$ cat src/rtl/aes_sim_pkg.sv
// aes_sim_pkg: shared widths, depths and decrypt FSM state type for the simulation cipher blocks
package aes_sim_pkg;
    localparam int DATA_W     = 128;
    localparam int FIFO_DEPTH = 4;
    localparam int IDX_W      = 8;
    typedef enum logic [1:0] {IDLE, RUN, EXH} dec_state_e;
endpackage

$ cat src/rtl/aes_stream_decrypt_if.sv
// aes_stream_decrypt_if: key-load, ciphertext-in and plaintext-out channels of the stream decryptor
//   master: drives load_key/key, in_valid/ciphertext, out_ready
//   slave:  drives in_ready, out_valid/plaintext, key_loaded, key_exhausted
interface aes_stream_decrypt_if;
    logic                          load_key;
    logic [aes_sim_pkg::DATA_W-1:0] key;
    logic                          in_valid;
    logic                          in_ready;
    logic [aes_sim_pkg::DATA_W-1:0] ciphertext;
    logic                          out_valid;
    logic                          out_ready;
    logic [aes_sim_pkg::DATA_W-1:0] plaintext;
    logic                          key_loaded;
    logic                          key_exhausted;
    modport master (
        output load_key, key, in_valid, ciphertext, out_ready,
        input  in_ready, out_valid, plaintext, key_loaded, key_exhausted
    );
    modport slave (
        input  load_key, key, in_valid, ciphertext, out_ready,
        output in_ready, out_valid, plaintext, key_loaded, key_exhausted
    );
endinterface

$ cat src/rtl/aes_sim_sync_fifo.sv
// aes_sim_sync_fifo: W x DEPTH synchronous FIFO with flush; head reads 0 when empty
//   clk, rst_n (async active-low), flush, push, pop, din -> dout (head), full, empty
module aes_sim_sync_fifo #(
    parameter int W     = 128,
    parameter int DEPTH = 4
) (
    input  logic         clk,
    input  logic         rst_n,
    input  logic         flush,
    input  logic         push,
    input  logic         pop,
    input  logic [W-1:0] din,
    output logic [W-1:0] dout,
    output logic         full,
    output logic         empty
);
    localparam int PW = $clog2(DEPTH);
    localparam int CW = PW + 1;
    logic [W-1:0]  mem [DEPTH];
    logic [PW-1:0] wr_ptr, rd_ptr;
    logic [CW-1:0] cnt;
    logic          push_ok, pop_ok;
    assign full    = cnt == CW'(DEPTH);
    assign empty   = cnt == '0;
    assign push_ok = push && !full;
    assign pop_ok  = pop && !empty;
    assign dout    = empty ? '0 : mem[rd_ptr];
    always_ff @(posedge clk)
        if (push_ok && !flush) mem[wr_ptr] <= din;
    always_ff @(posedge clk or negedge rst_n) begin
        if (!rst_n) begin
            wr_ptr <= '0;
            rd_ptr <= '0;
            cnt    <= '0;
        end else if (flush) begin
            wr_ptr <= '0;
            rd_ptr <= '0;
            cnt    <= '0;
        end else begin
            wr_ptr <= wr_ptr + PW'(push_ok);
            rd_ptr <= rd_ptr + PW'(pop_ok);
            cnt    <= cnt + CW'(push_ok) - CW'(pop_ok);
        end
    end
endmodule

$ cat src/rtl/aes_stream_decrypt.sv
// aes_stream_decrypt: stream decryptor, block k after a key load gives pt = ct ^ (key << k)
//   clk, rst_n (async active-low), bus (aes_stream_decrypt_if.slave)
//   Optional AES_DEC_KEY_EXHAUST_EN: stop accepting once the key has shifted out (EXH state).
module aes_stream_decrypt
    import aes_sim_pkg::*;
(
    input logic                 clk,
    input logic                 rst_n,
    aes_stream_decrypt_if.slave bus
);
`ifdef AES_DEC_KEY_EXHAUST_EN
    localparam bit EXH_EN = 1'b1;
`else
    localparam bit EXH_EN = 1'b0;
`endif
    dec_state_e        state_q, state_d;
    logic [DATA_W-1:0] cur_key;
    logic [IDX_W-1:0]  idx;
    logic              full, empty, in_rdy, accept, pop, at_end;
    // in_rdy looks only at registered FIFO state so it never depends on out_ready
    assign in_rdy  = state_q == RUN && !full && !bus.load_key;
    assign accept  = bus.in_valid && in_rdy;
    // a key load flushes the FIFO, so a same-cycle pop is dropped
    assign pop     = !empty && bus.out_ready && !bus.load_key;
    assign at_end  = idx == IDX_W'(DATA_W);
    assign bus.in_ready      = in_rdy;
    assign bus.out_valid     = !empty;
    assign bus.key_loaded    = state_q != IDLE;
    assign bus.key_exhausted = EXH_EN && state_q == EXH;
    always_comb begin
        state_d = state_q;
        if (bus.load_key) state_d = RUN;
        else if (EXH_EN && accept && idx == IDX_W'(DATA_W - 1)) state_d = EXH;
    end
    always_ff @(posedge clk or negedge rst_n) begin
        if (!rst_n) begin
            state_q <= IDLE;
            cur_key <= '0;
            idx     <= '0;
        end else begin
            state_q <= state_d;
            if (bus.load_key) begin
                cur_key <= bus.key;
                idx     <= '0;
            end else if (accept) begin
                cur_key <= cur_key << 1;
                idx     <= at_end ? idx : idx + 1'b1;
            end
        end
    end
    aes_sim_sync_fifo #(.W(DATA_W), .DEPTH(FIFO_DEPTH)) u_fifo (
        .clk   (clk),
        .rst_n (rst_n),
        .flush (bus.load_key),
        .push  (accept),
        .pop   (pop),
        .din   (bus.ciphertext ^ cur_key),
        .dout  (bus.plaintext),
        .full  (full),
        .empty (empty)
    );
endmodule

$ cat src/flat_wrapper.sv
// flat-port wrapper written by rule: the top's interface ports become plain ports
module aes_stream_decrypt_flat import aes_sim_pkg::*;
  (clk, rst_n, bus_load_key, bus_key, bus_in_valid, bus_ciphertext, bus_out_ready, bus_in_ready, bus_out_valid, bus_plaintext, bus_key_loaded, bus_key_exhausted);
  aes_stream_decrypt_if bus_i ();
  input logic clk;
  input logic rst_n;
  input wire logic [$bits(bus_i.load_key)-1:0] bus_load_key;
  input wire logic [$bits(bus_i.key)-1:0] bus_key;
  input wire logic [$bits(bus_i.in_valid)-1:0] bus_in_valid;
  input wire logic [$bits(bus_i.ciphertext)-1:0] bus_ciphertext;
  input wire logic [$bits(bus_i.out_ready)-1:0] bus_out_ready;
  output wire logic [$bits(bus_i.in_ready)-1:0] bus_in_ready;
  output wire logic [$bits(bus_i.out_valid)-1:0] bus_out_valid;
  output wire logic [$bits(bus_i.plaintext)-1:0] bus_plaintext;
  output wire logic [$bits(bus_i.key_loaded)-1:0] bus_key_loaded;
  output wire logic [$bits(bus_i.key_exhausted)-1:0] bus_key_exhausted;
  assign bus_i.load_key = bus_load_key;
  assign bus_i.key = bus_key;
  assign bus_i.in_valid = bus_in_valid;
  assign bus_i.ciphertext = bus_ciphertext;
  assign bus_i.out_ready = bus_out_ready;
  assign bus_in_ready = bus_i.in_ready;
  assign bus_out_valid = bus_i.out_valid;
  assign bus_plaintext = bus_i.plaintext;
  assign bus_key_loaded = bus_i.key_loaded;
  assign bus_key_exhausted = bus_i.key_exhausted;
  aes_stream_decrypt u_core (.clk(clk), .rst_n(rst_n), .bus(bus_i));
endmodule
$ cat config.mk
export PLATFORM = sky130hd
export DESIGN_NAME = aes_stream_decrypt_flat
export DESIGN_NICKNAME = d
export VERILOG_FILES = /design/src/rtl/aes_sim_pkg.sv /design/src/rtl/aes_stream_decrypt_if.sv /design/src/rtl/aes_sim_sync_fifo.sv /design/src/rtl/aes_stream_decrypt.sv /design/src/flat_wrapper.sv
export SDC_FILE = /design/constraint.sdc
export NUM_CORES = 1
export LEC_CHECK = 0
export CAP_MARGIN = 20
export CORE_ASPECT_RATIO = 1.1
export CORE_MARGIN = 5
export CORE_UTILIZATION = 30
export CTS_CLUSTER_DIAMETER = 50
export DETAILED_ROUTE_END_ITERATION = 12
export PLACE_DENSITY_LB_ADDON = 0.2
export SYNTH_ARGS = -nofsm -noshare
export SYNTH_HDL_FRONTEND = slang
export SYNTH_HIERARCHICAL = 1
export SYNTH_SLANG_ARGS = --single-unit
$ cat constraint.sdc
create_clock -name clk -period 20.5 [get_ports clk]
set_input_delay 3.075 -clock clk [delete_from_list [all_inputs] [get_ports clk]]
set_output_delay 3.075 -clock clk [all_outputs]
set_load 0.005 [all_outputs]
* Word-level counts from Yosys, hierarchy flattened
Memories as Yosys holds them, arrays and structs flattened. Cells that the tools add are included.
Storage, ports and cells: register bits 136, RAM bits 512, bits of input ports 261, logic and storage cells 33, memories kept 1
Memory list:
- u_core.u_fifo.mem | depth 4, bits a word 128, read ports 1, clocked after memory_dff 0, write ports 1, line aes_sim_sync_fifo.sv:19 | logic [W-1:0] mem [DEPTH];
Cells by class: $add $sub $neg 4, equality and inequality tests 1, multiplexer cells 8, bitwise operators 1, reductions and logical operators 13
Operators by type and width (number):
- $mux W128 | 3
- $xor A128 B128 Y128 | 1
- $logic_and A1 B1 Y1 | 8
- $add A2 B1 Y2 | 2
- $mux W2 | 2
- $add A3 B1 Y3 | 1
- $eq A3 B3 Y1 const B | 1
- $logic_not A1 Y1 | 3
- $logic_not A3 Y1 | 1
- $mux W3 | 1
- $sub A3 B1 Y3 | 1
- $mux W1 | 2
- $reduce_bool A2 Y1 | 1

* Longest topological paths before layout
Gate-level depths: netlist of the first run.
depth after elaboration 9, gate-level depth with buffers 12, depth with buffers taken out 11

* Modules after synthesis
The synthesis of the first run kept the hierarchy.
By module, submodules not included:
- aes_sim_sync_fifo | times used 1, cells each 847, area each 19840.3 um^2
- aes_stream_decrypt | times used 1, cells each 564, area each 6702.7 um^2

* Worst setup path after synthesis of the first run
No wires, ideal clock.
path type input port to flip-flop, from input port bus_load_key, to memory u_core.u_fifo.mem[2][0], enable pin, setup time 973 ps, arrival time 17001 ps, required time 19527 ps, slack 2526 ps, stages on the path 5, path buffers 3, path through buf_6 -> nor4bb_1 -> buf_4 -> buf_2 -> nor4b_1
Between the ends: cells in the longest elaborated chain, start to end 7
Ends and longest elaborated chain:
- from (decl) | line flat_wrapper.sv:7 | input wire logic [$bits(bus_i.load_key)-1:0] bus_load_key;
- $logic_not A1 Y1 | line aes_stream_decrypt.sv:21 | assign in_rdy = state_q == RUN && !full && !bus.load_key;
- $logic_and A1 B1 Y1 | line aes_stream_decrypt.sv:21
- $logic_and A1 B1 Y1 | line aes_stream_decrypt.sv:22 | assign accept = bus.in_valid && in_rdy;
- via u_core.accept | line aes_stream_decrypt.sv:19 | logic full, empty, in_rdy, accept, pop, at_end;
- $logic_and A1 B1 Y1 | line aes_sim_sync_fifo.sv:25 | assign push_ok = push && !full;
- $logic_and A1 B1 Y1 | line aes_sim_sync_fifo.sv:29 | if (push_ok && !flush) mem[wr_ptr] <= din;
- $mux W1 | line aes_sim_sync_fifo.sv:29
- $mux W1 (not written as such) | line aes_sim_sync_fifo.sv:29
- to (decl) | line aes_sim_sync_fifo.sv:19
The timed path passes the listed nets, and every way through them passes these cells.

* Final worst setup path of the first run
from register u_core.u_fifo.rd_ptr[0], to output port bus_plaintext[72]
Between the ends: cells in the longest elaborated chain, start to end 2
Ends and longest elaborated chain:
- from (decl) | line aes_sim_sync_fifo.sv:20 | logic [PW-1:0] wr_ptr, rd_ptr;
- from (signal assigned) | line aes_sim_sync_fifo.sv:41 | rd_ptr <= rd_ptr + PW'(pop_ok);
- $mem_v2 Z4 W128
- $mux W128 | line aes_sim_sync_fifo.sv:27 | assign dout = empty ? '0 : mem[rd_ptr];
- to (decl) | line flat_wrapper.sv:14 | output wire logic [$bits(bus_i.plaintext)-1:0] bus_plaintext;
Every way passes these cells.

==> results.rst, run 1 <==
.. list-table::
   :header-rows: 1

   * - Metric
     - Value
   * - Result of the run
     - finished clean
   * - Number of enable-type register cells in the synthesized netlist
     - between 500 and 600
   * - Main combinational cell family by area after synthesis
     - multiplexers
   * - Proportion of layout cells with a drive suffix above 1
     - 0.155
   * - Standard cell with the maximum stage delay on the critical path
     - sky130_fd_sc_hd__buf_4
   * - Type of the tightest min-delay check
     - reg2reg
   * - Total via count in the routed design
     - around 14000
   * - Normalized max-slew margin
     - 0.298
   * - Achievable clock frequency
     - between 0.1 and 0.15 GHz
   * - Met3 usage in global routing
     - 0.0299
   * - Transition time at the pin with the least slew margin
     - about 1100 ps
   * - Detail-routed net length per standard cell
     - 22.3 um
   * - Sum of overflow across all layers after global routing
     - 0
   * - Sequential cell area fraction in the yosys report
     - 0.707
   * - Worst setup timing slack at the placement stage
     - ~13000 ps
   * - DIE HEIGHT
     - between 300 and 400 um
   * - Post-CTS Hold Fix Bufs
     - 0
   * - Half-perimeter wire length after placement
     - about 42000 um
   * - Post-detailed-route DRC marker count
     - 0
   * - Largest fanout on the critical path
     - 39
   * - Worst reg2reg startpoint
     - u_core/u_fifo/cnt[2]$_DFF_PN0_
   * - Site row count
     - ~110
   * - Pwr per Cell Area
     - 112 nW/um^2
   * - Met2 GRT Util
     - 0.256
   * - Vias in the first global route
     - roughly 16000
   * - Gr busiest metal
     - met2
   * - Slowest stage delay, CP
     - ~770 ps
   * - Area share of the leading cell type in the synthesized netlist
     - 0.579
   * - Number of different library cells in the post-synthesis netlist
     - 30
   * - Drt total wl
     - 67900 um
   * - # IOs
     - 393
   * - Terminating pin of the worst hold path
     - u_core/cur_key[50]$_DFFE_PN0P_
   * - GRT Total Usage
     - 0.142
   * - Yosys warning count
     - 6
   * - CTS tree
     - yes
   * - Number of antenna violations at the first check in global routing
     - 5
   * - Kind of cell adding the most delay to the critical path
     - buffers and inverters
   * - Number of buffers added by the clock tree synthesis step
     - 78
   * - Category of the critical setup timing path
     - reg2out
   * - Cell with the most instances on the worst path
     - sky130_fd_sc_hd__buf_4
   * - Pin count of the biggest net entering global routing
     - around 130
   * - Fraction of the cycle the final worst path needs
     - 0.354
   * - Min cycle time layout
     - slightly above 7000 ps
   * - Final worst setup slack
     - 13250 ps
   * - Maximum vdd drop
     - 0.0750 mV
   * - Type of element capturing the critical path
     - output port
   * - Worst-Skew Late Latency
     - slightly above 600 ps
   * - Count of TritonRoute iterations in the first routing pass
     - 5
   * - Root buffer cell
     - sky130_fd_sc_hd__clkbuf_16
   * - Clock-pin slew of the registers on the worst-case setup and hold paths
     - 60 ps
   * - Resized Gates After CTS
     - 0
   * - Top post-synthesis cells by area
     - sky130_fd_sc_hd__edfxtp_1, sky130_fd_sc_hd__dfrtp_1, sky130_fd_sc_hd__mux4_2
   * - Clock skew
     - 25.5 ps
   * - Internal reg-to-reg setup slack
     - approximately 17000 ps
   * - Min Hold Slack
     - roughly 520 ps
   * - Routability congestion estimate
     - approximately 0.73
   * - Mapped cell area
     - 26500 um^2
   * - Setup Fix Bufs, Post-CTS
     - 0
   * - Maximum level of the CTS H-tree
     - 3
   * - Library cell with the largest summed area after synthesis
     - sky130_fd_sc_hd__edfxtp_1
   * - Number of input and output port buffers inserted
     - just under 400
   * - Number of clock sinks
     - 648
   * - Placeable core region
     - 87900 um^2
   * - Final design utilization
     - 0.390
   * - Data arrival at the endpoint of the critical path
     - between 4000 and 5000 ps
   * - Number of cells on the worst reg-to-reg path
     - 6
   * - Setup-violating endpoint count in the final report
     - 0
   * - Cells along the critical path
     - buf_4 -> buf_4 -> mux4_2 -> and2_1 -> clkdlybuf4s50_1
   * - Layout Nets
     - about 2100
   * - Adder-cell share of the synthesized area
     - 0.00264
   * - Longest Clk Path Bufs
     - 3
   * - Leak Pwr
     - between 10 and 15 nW
   * - Fill cell instance count of the final layout
     - between 8000 and 9000
   * - Data required time at the worst endpoint
     - about 17000 ps
   * - Per-cell via count in the routed design
     - 4.68
   * - Most instantiated flip-flop cell in the synthesis netlist
     - sky130_fd_sc_hd__edfxtp_1
   * - Most frequent cells in the layout
     - sky130_fd_sc_hd__edfxtp_1, sky130_fd_sc_hd__clkdlybuf4s50_1, sky130_fd_sc_hd__dfrtp_1
   * - Global Route met1 Usage
     - 0.171
   * - Die area
     - ~95000 um^2
   * - Post-synthesis compound-gate area fraction
     - 0.0778
   * - Max-slew violation count
     - 0
   * - Mux share of post-synthesis cell area
     - 0.109
   * - Synthesized-area fraction occupied by xor and xnor cells
     - 0.0437
   * - RSZ-0062 raised after global routing
     - false
   * - Synthesized-area fraction occupied by and/or/nand/nor cells
     - 0.0357
   * - Async SR Flop Fraction
     - 0.210
   * - Global-route wire length before repair
     - between 100000 and 150000 um
   * - Startpoint Class
     - flip-flop
   * - Buffers plus inverters on the worst setup path
     - 3
   * - Worst r2r dst
     - u_core/u_fifo/mem[1][72]$_DFFE_PP_
   * - Post-synthesis instance total
     - around 1400
   * - Max-Cap Viols
     - 0
   * - Hold path startpoint
     - u_core/cur_key[50]$_DFFE_PN0P_
   * - DIE WIDTH
     - just under 300 um
   * - Number of cells traversed by the worst hold path
     - 1
   * - Net Count, Synth
     - 1677
   * - Count of state elements after synthesis
     - around 650
   * - Final Hold Vio Count
     - 0
   * - Average footprint of a synthesized cell
     - about 19 um^2
   * - Effective utilization at floorplan
     - 0.302
   * - Setup TNS Final
     - 0 ps
   * - Drt first-iter violations
     - 546
   * - Most common cell after layout, fill and taps aside
     - sky130_fd_sc_hd__edfxtp_1
   * - Area grow syn2layout
     - 29.1%
   * - Antenna-violating nets left
     - 0
[state kept, by name, summed over array words and instances (netlist names)]
signal                cells
u_core/cur_key          128
u_core/state_q            1
u_core/u_fifo/cnt         3
u_core/u_fifo/mem       512
u_core/u_fifo/rd_ptr      2
u_core/u_fifo/wr_ptr      2
[area by class of cell]
class / instances / area [um^2] / share of cell area
antenna: 3 / 7.51 / 0.000219
clock buffer: 94 / 2060 / 0.0602
clock inverter: 49 / 617 / 0.0180
inverter: 5 / 18.8 / 0.000548
multi-input combinational: 671 / 7230 / 0.211
sequential: 648 / 18800 / 0.548
tap: 1160 / 1450 / 0.0424
timing repair buffer: 410 / 4100 / 0.120
[layer usage]
metal / vias up / share of wire / routed length [um]
li1: 6361 / - / -
met1: 7479 / 0.40 / 27400
met2: 312 / 0.53 / 35900
met3: 82 / 0.049 / 3300
met4: 0 / 0.019 / 1290
met5: - / 0 / 0
[logic make-up (layout without fill, tap and decap cells)]
family	Yosys count	after routing
fa+ha+maj	5	5
flops	648	648
other cells	1	4
simple gates	150	150
buf+inv	92	558
mux	130	130
compound gates	254	254
xor+xnor	131	131
[worst max path at each step]
stage,from,endpoint,slack (ps),depth (start not counted)
6_report,u_core/u_fifo/rd_ptr[0]$_DFF_PN0_,bus_plaintext[72],13250,5
3_5_place_dp,bus_load_key,bus_in_ready,13240,3
5_1_grt,u_core/u_fifo/rd_ptr[0]$_DFF_PN0_,bus_plaintext[73],12810,5
4_1_cts,u_core/u_fifo/rd_ptr[0]$_DFF_PN0_,bus_plaintext[72],12980,5
2_1_floorplan,bus_load_key,u_core/u_fifo/mem[2][0]$_DFFE_PP_,2530,5
3_3_place_gp,bus_load_key,bus_in_ready,13230,3
[synth_stat cells (4+ instances only)]
master and count:
sky130_fd_sc_hd__edfxtp_1 512, sky130_fd_sc_hd__dfrtp_1 136, sky130_fd_sc_hd__and2_1 129, sky130_fd_sc_hd__mux4_2 128, sky130_fd_sc_hd__xor2_1 128, sky130_fd_sc_hd__a22o_1 127, sky130_fd_sc_hd__a21o_1 126, sky130_fd_sc_hd__clkbuf_1 41
sky130_fd_sc_hd__buf_2 24, sky130_fd_sc_hd__buf_12 10, sky130_fd_sc_hd__buf_6 9, sky130_fd_sc_hd__inv_1 5, sky130_fd_sc_hd__nor2_1 5, sky130_fd_sc_hd__ha_1 4, sky130_fd_sc_hd__nor2b_1 4
[report_power, final]
group / switching [mW] / internal, mW / total [mW]
sequential: 0.0557 / 1.56 / 1.62
combinational: 0.384 / 0.410 / 0.794
clock: 0.546 / 0.866 / 1.41
[metrics by stage]
stage                     instances  area, um^2  power, mW
after floorplan                1411       26500       2.00
after global routing           3039       34300       4.01
after detailed placement       2894       31600       2.47
after global placement         2894       31600       2.46
final                          3040       34300       3.82
after CTS                      3037       34300       3.91
Note: power is estimated with default switching activity, not from simulation.
==> run 2, diff against run 1 <==
clock period = 6.2 ns   (was 20.5 ns; I/O delays follow)
==> run 2 against run 1 <==
First-iteration DRC count up 61%. Hold slack worse by 220 ps. Non-clock buffer count up 6. Global-route usage up 0.34 points. Clock skew down 1.8 ps. Critical endpoint is now bus_plaintext[71]. Highest routed layer unchanged.
==> results.rst, run 2 (synthesized netlist as in run 1, its figures left out) <==
.. list-table::
   :header-rows: 1

   * - Metric
     - Value
   * - Routability congestion estimate
     - 0.721 (-1.4%)
   * - Die area
     - 94500 um^2 (unchanged)
   * - Clock-pin slew of the registers on the worst-case setup and hold paths
     - 60 ps (about the same)
   * - Number of antenna violations at the first check in global routing
     - 7 (+2)
   * - Root buffer cell
     - sky130_fd_sc_hd__clkbuf_16
   * - Fraction of the cycle the final worst path needs
     - 0.676
   * - Achievable clock frequency
     - approximately 0.24 GHz
   * - Type of the tightest min-delay check
     - in2async
   * - Post-DP Area
     - 31700 um^2 (+0.26%)
   * - Number of input and output port buffers inserted
     - 391 (unchanged)
   * - RSZ-0062 raised after global routing
     - false
   * - Resized Gates After CTS
     - 0 (unchanged)
   * - Drt total wl
     - 69600 um (+2.4%)
   * - Global Route met1 Usage
     - 0.177 (+0.00566)
   * - Placeable core region
     - 87900 um^2 (unchanged)
   * - Max-Cap Viols
     - 0 (unchanged)
   * - Count of TritonRoute iterations in the first routing pass
     - 5 (unchanged)
   * - Pwr per Cell Area
     - 369 nW/um^2 (+230%)
   * - Met3 usage in global routing
     - 0.0264 (-0.00345)
   * - Detail-routed net length per standard cell
     - 22.8 um (+2.0%)
   * - Site row count
     - 114 (unchanged)
   * - Post-CTS Hold Fix Bufs
     - 0 (unchanged)
   * - Global-route wire length before repair
     - 103000 um (+2.1%)
   * - Sum of overflow across all layers after global routing
     - 0 (unchanged)
   * - Post-Layout Inst Area
     - 34400 um^2 (+0.46%)
   * - Per-cell via count in the routed design
     - 4.69 (+0.22%)
   * - Drt first-iter violations
     - 877 (+61%)
   * - Max-slew violation count
     - 0 (unchanged)
   * - Area grow syn2layout
     - 29.7%
   * - Met2 GRT Util
     - 0.261 (+0.00486)
   * - Half-perimeter wire length after placement
     - 43700 um (+5.2%)
   * - Result of the run
     - finished clean
   * - Clock skew
     - 23.7 ps (-1.81 ps)
   * - Setup Fix Bufs, Post-CTS
     - 0 (unchanged)
   * - Final Hold Vio Count
     - 0 (unchanged)
   * - Post-detailed-route DRC marker count
     - 0 (unchanged)
   * - Longest Clk Path Bufs
     - 3 (unchanged)
   * - Effective utilization at floorplan
     - 0.302 (unchanged)
   * - Min cycle time layout
     - roughly 4200 ps
   * - Maximum level of the CTS H-tree
     - 3 (unchanged)
   * - Top Registers
     - u_core/u_fifo/mem (512), u_core/cur_key (128), u_core/u_fifo/cnt (3)
   * - Data arrival at the endpoint of the critical path
     - 3260 ps (-910 ps)
   * - # IOs
     - 393 (unchanged)
   * - GRT Total Usage
     - 0.145 (+0.00342)
   * - Layout Nets
     - 2088 (+0.38%)
   * - DIE WIDTH
     - 294 um (unchanged)
   * - Proportion of layout cells with a drive suffix above 1
     - 0.157 (+0.00236)
   * - Normalized max-slew margin
     - 0.288 (-0.00975)
   * - Largest register FFs
     - 512 (unchanged)
   * - Pin count of the biggest net entering global routing
     - 108 (-16%)
   * - Total via count in the routed design
     - 14300 (+0.62%)
   * - Antenna-violating nets left
     - 0 (unchanged)
   * - Number of clock sinks
     - 648 (unchanged)
   * - Category of the critical setup timing path
     - reg2out
   * - Transition time at the pin with the least slew margin
     - 1070 ps (+14.6 ps)
   * - Worst-Skew Late Latency
     - 610 ps (about the same)
   * - Vias in the first global route
     - 15900 (-0.26%)
   * - Maximum vdd drop
     - 0.269 mV (+260%)
   * - DIE HEIGHT
     - 322 um (unchanged)
   * - Setup-violating endpoint count in the final report
     - 0 (unchanged)
   * - Most frequent cells in the layout
     - sky130_fd_sc_hd__edfxtp_1, sky130_fd_sc_hd__clkdlybuf4s50_1, sky130_fd_sc_hd__dfrtp_1
   * - Fill cell instance count of the final layout
     - 8131 (-0.37%)
   * - Largest fanout on the critical path
     - 27 (-31%)
   * - Final total power
     - 12.7 mW (+230%)
   * - Most common cell after layout, fill and taps aside
     - sky130_fd_sc_hd__edfxtp_1
   * - Type of element capturing the critical path
     - output port
   * - Number of buffers added by the clock tree synthesis step
     - 80 (+2.6%)
   * - Data required time at the worst endpoint
     - 5270 ps (-12160 ps)
   * - Register name with the most flops
     - u_core/u_fifo/mem
   * - Startpoint Class
     - flip-flop
   * - Leak Pwr
     - 12.5 nW (+0.50%)
   * - Gr busiest metal
     - met2
   * - CTS tree
     - yes
-- run 2: final timing paths --
check	from	to	slack, ps	cells after the start
worst max-delay path	u_core/u_fifo/rd_ptr[0]$_DFF_PN0_	bus_plaintext[71]	2010	4
worst min-delay path	rst_n	u_core/cur_key[123]$_DFFE_PN0P_	290	1
worst max register to register	u_core/u_fifo/cnt[2]$_DFF_PN0_	u_core/u_fifo/mem[2][83]$_DFFE_PP_	3090	6
worst min register to register	u_core/cur_key[127]$_DFFE_PN0P_	u_core/cur_key[127]$_DFFE_PN0P_	500	1
max in group asynchronous	rst_n	u_core/cur_key[62]$_DFFE_PN0P_	4840	2
min in group clk	u_core/cur_key[127]$_DFFE_PN0P_	u_core/cur_key[127]$_DFFE_PN0P_	500	1
-- run 2: stage by stage --
step / setup TNS (ps) / utilization / hold slack, ps / cells / setup slack [ps]
after floorplan: -5570 / - / 469 / 1411 / -21.8
after global placement: 0 / 0.360 / 486 / 2898 / 2300
after detailed placement: 0 / 0.360 / 487 / 2898 / 2280
after CTS: 0 / 0.391 / 276 / 3045 / 1760
after global routing: 0 / 0.392 / 316 / 3052 / 1730
final: 0 / 0.392 / 294 / 3052 / 2010
-- run 2: routing by layer --
metal  wire length, um  vias to the layer above
met3              3180                      101
met2             37000                      332
met1             27700                     7509
li1                  -                     6380
met4              1700                        0
met5                 0                        -
-- run 2: area by class of cell --
class / instances / area (um^2) / share of cell area
flip-flops and latches: 648 / 18800 / 0.546
multi-input cells: 671 / 7240 / 0.210
repair buffers: 416 / 4220 / 0.123
clock buffers: 100 / 2210 / 0.0642
well taps: 1160 / 1450 / 0.0422
clock inverters: 47 / 484 / 0.0141
inverters: 5 / 18.8 / 0.000545
diodes: 5 / 12.5 / 0.000363
-- run 2: where the power goes --
group          total (mW)  internal (mW)  switching [mW]
Sequential           5.35           5.16           0.189
Combinational        2.71           1.39            1.31
Clock                4.64           2.78            1.86
-- run 2: worst max-delay path, stage by stage (launching register included) --
cell and delay (ps):
sky130_fd_sc_hd__dfrtp_4 810, sky130_fd_sc_hd__buf_4 570, sky130_fd_sc_hd__mux4_2 560, sky130_fd_sc_hd__and2_1 170, sky130_fd_sc_hd__clkdlybuf4s50_1 520
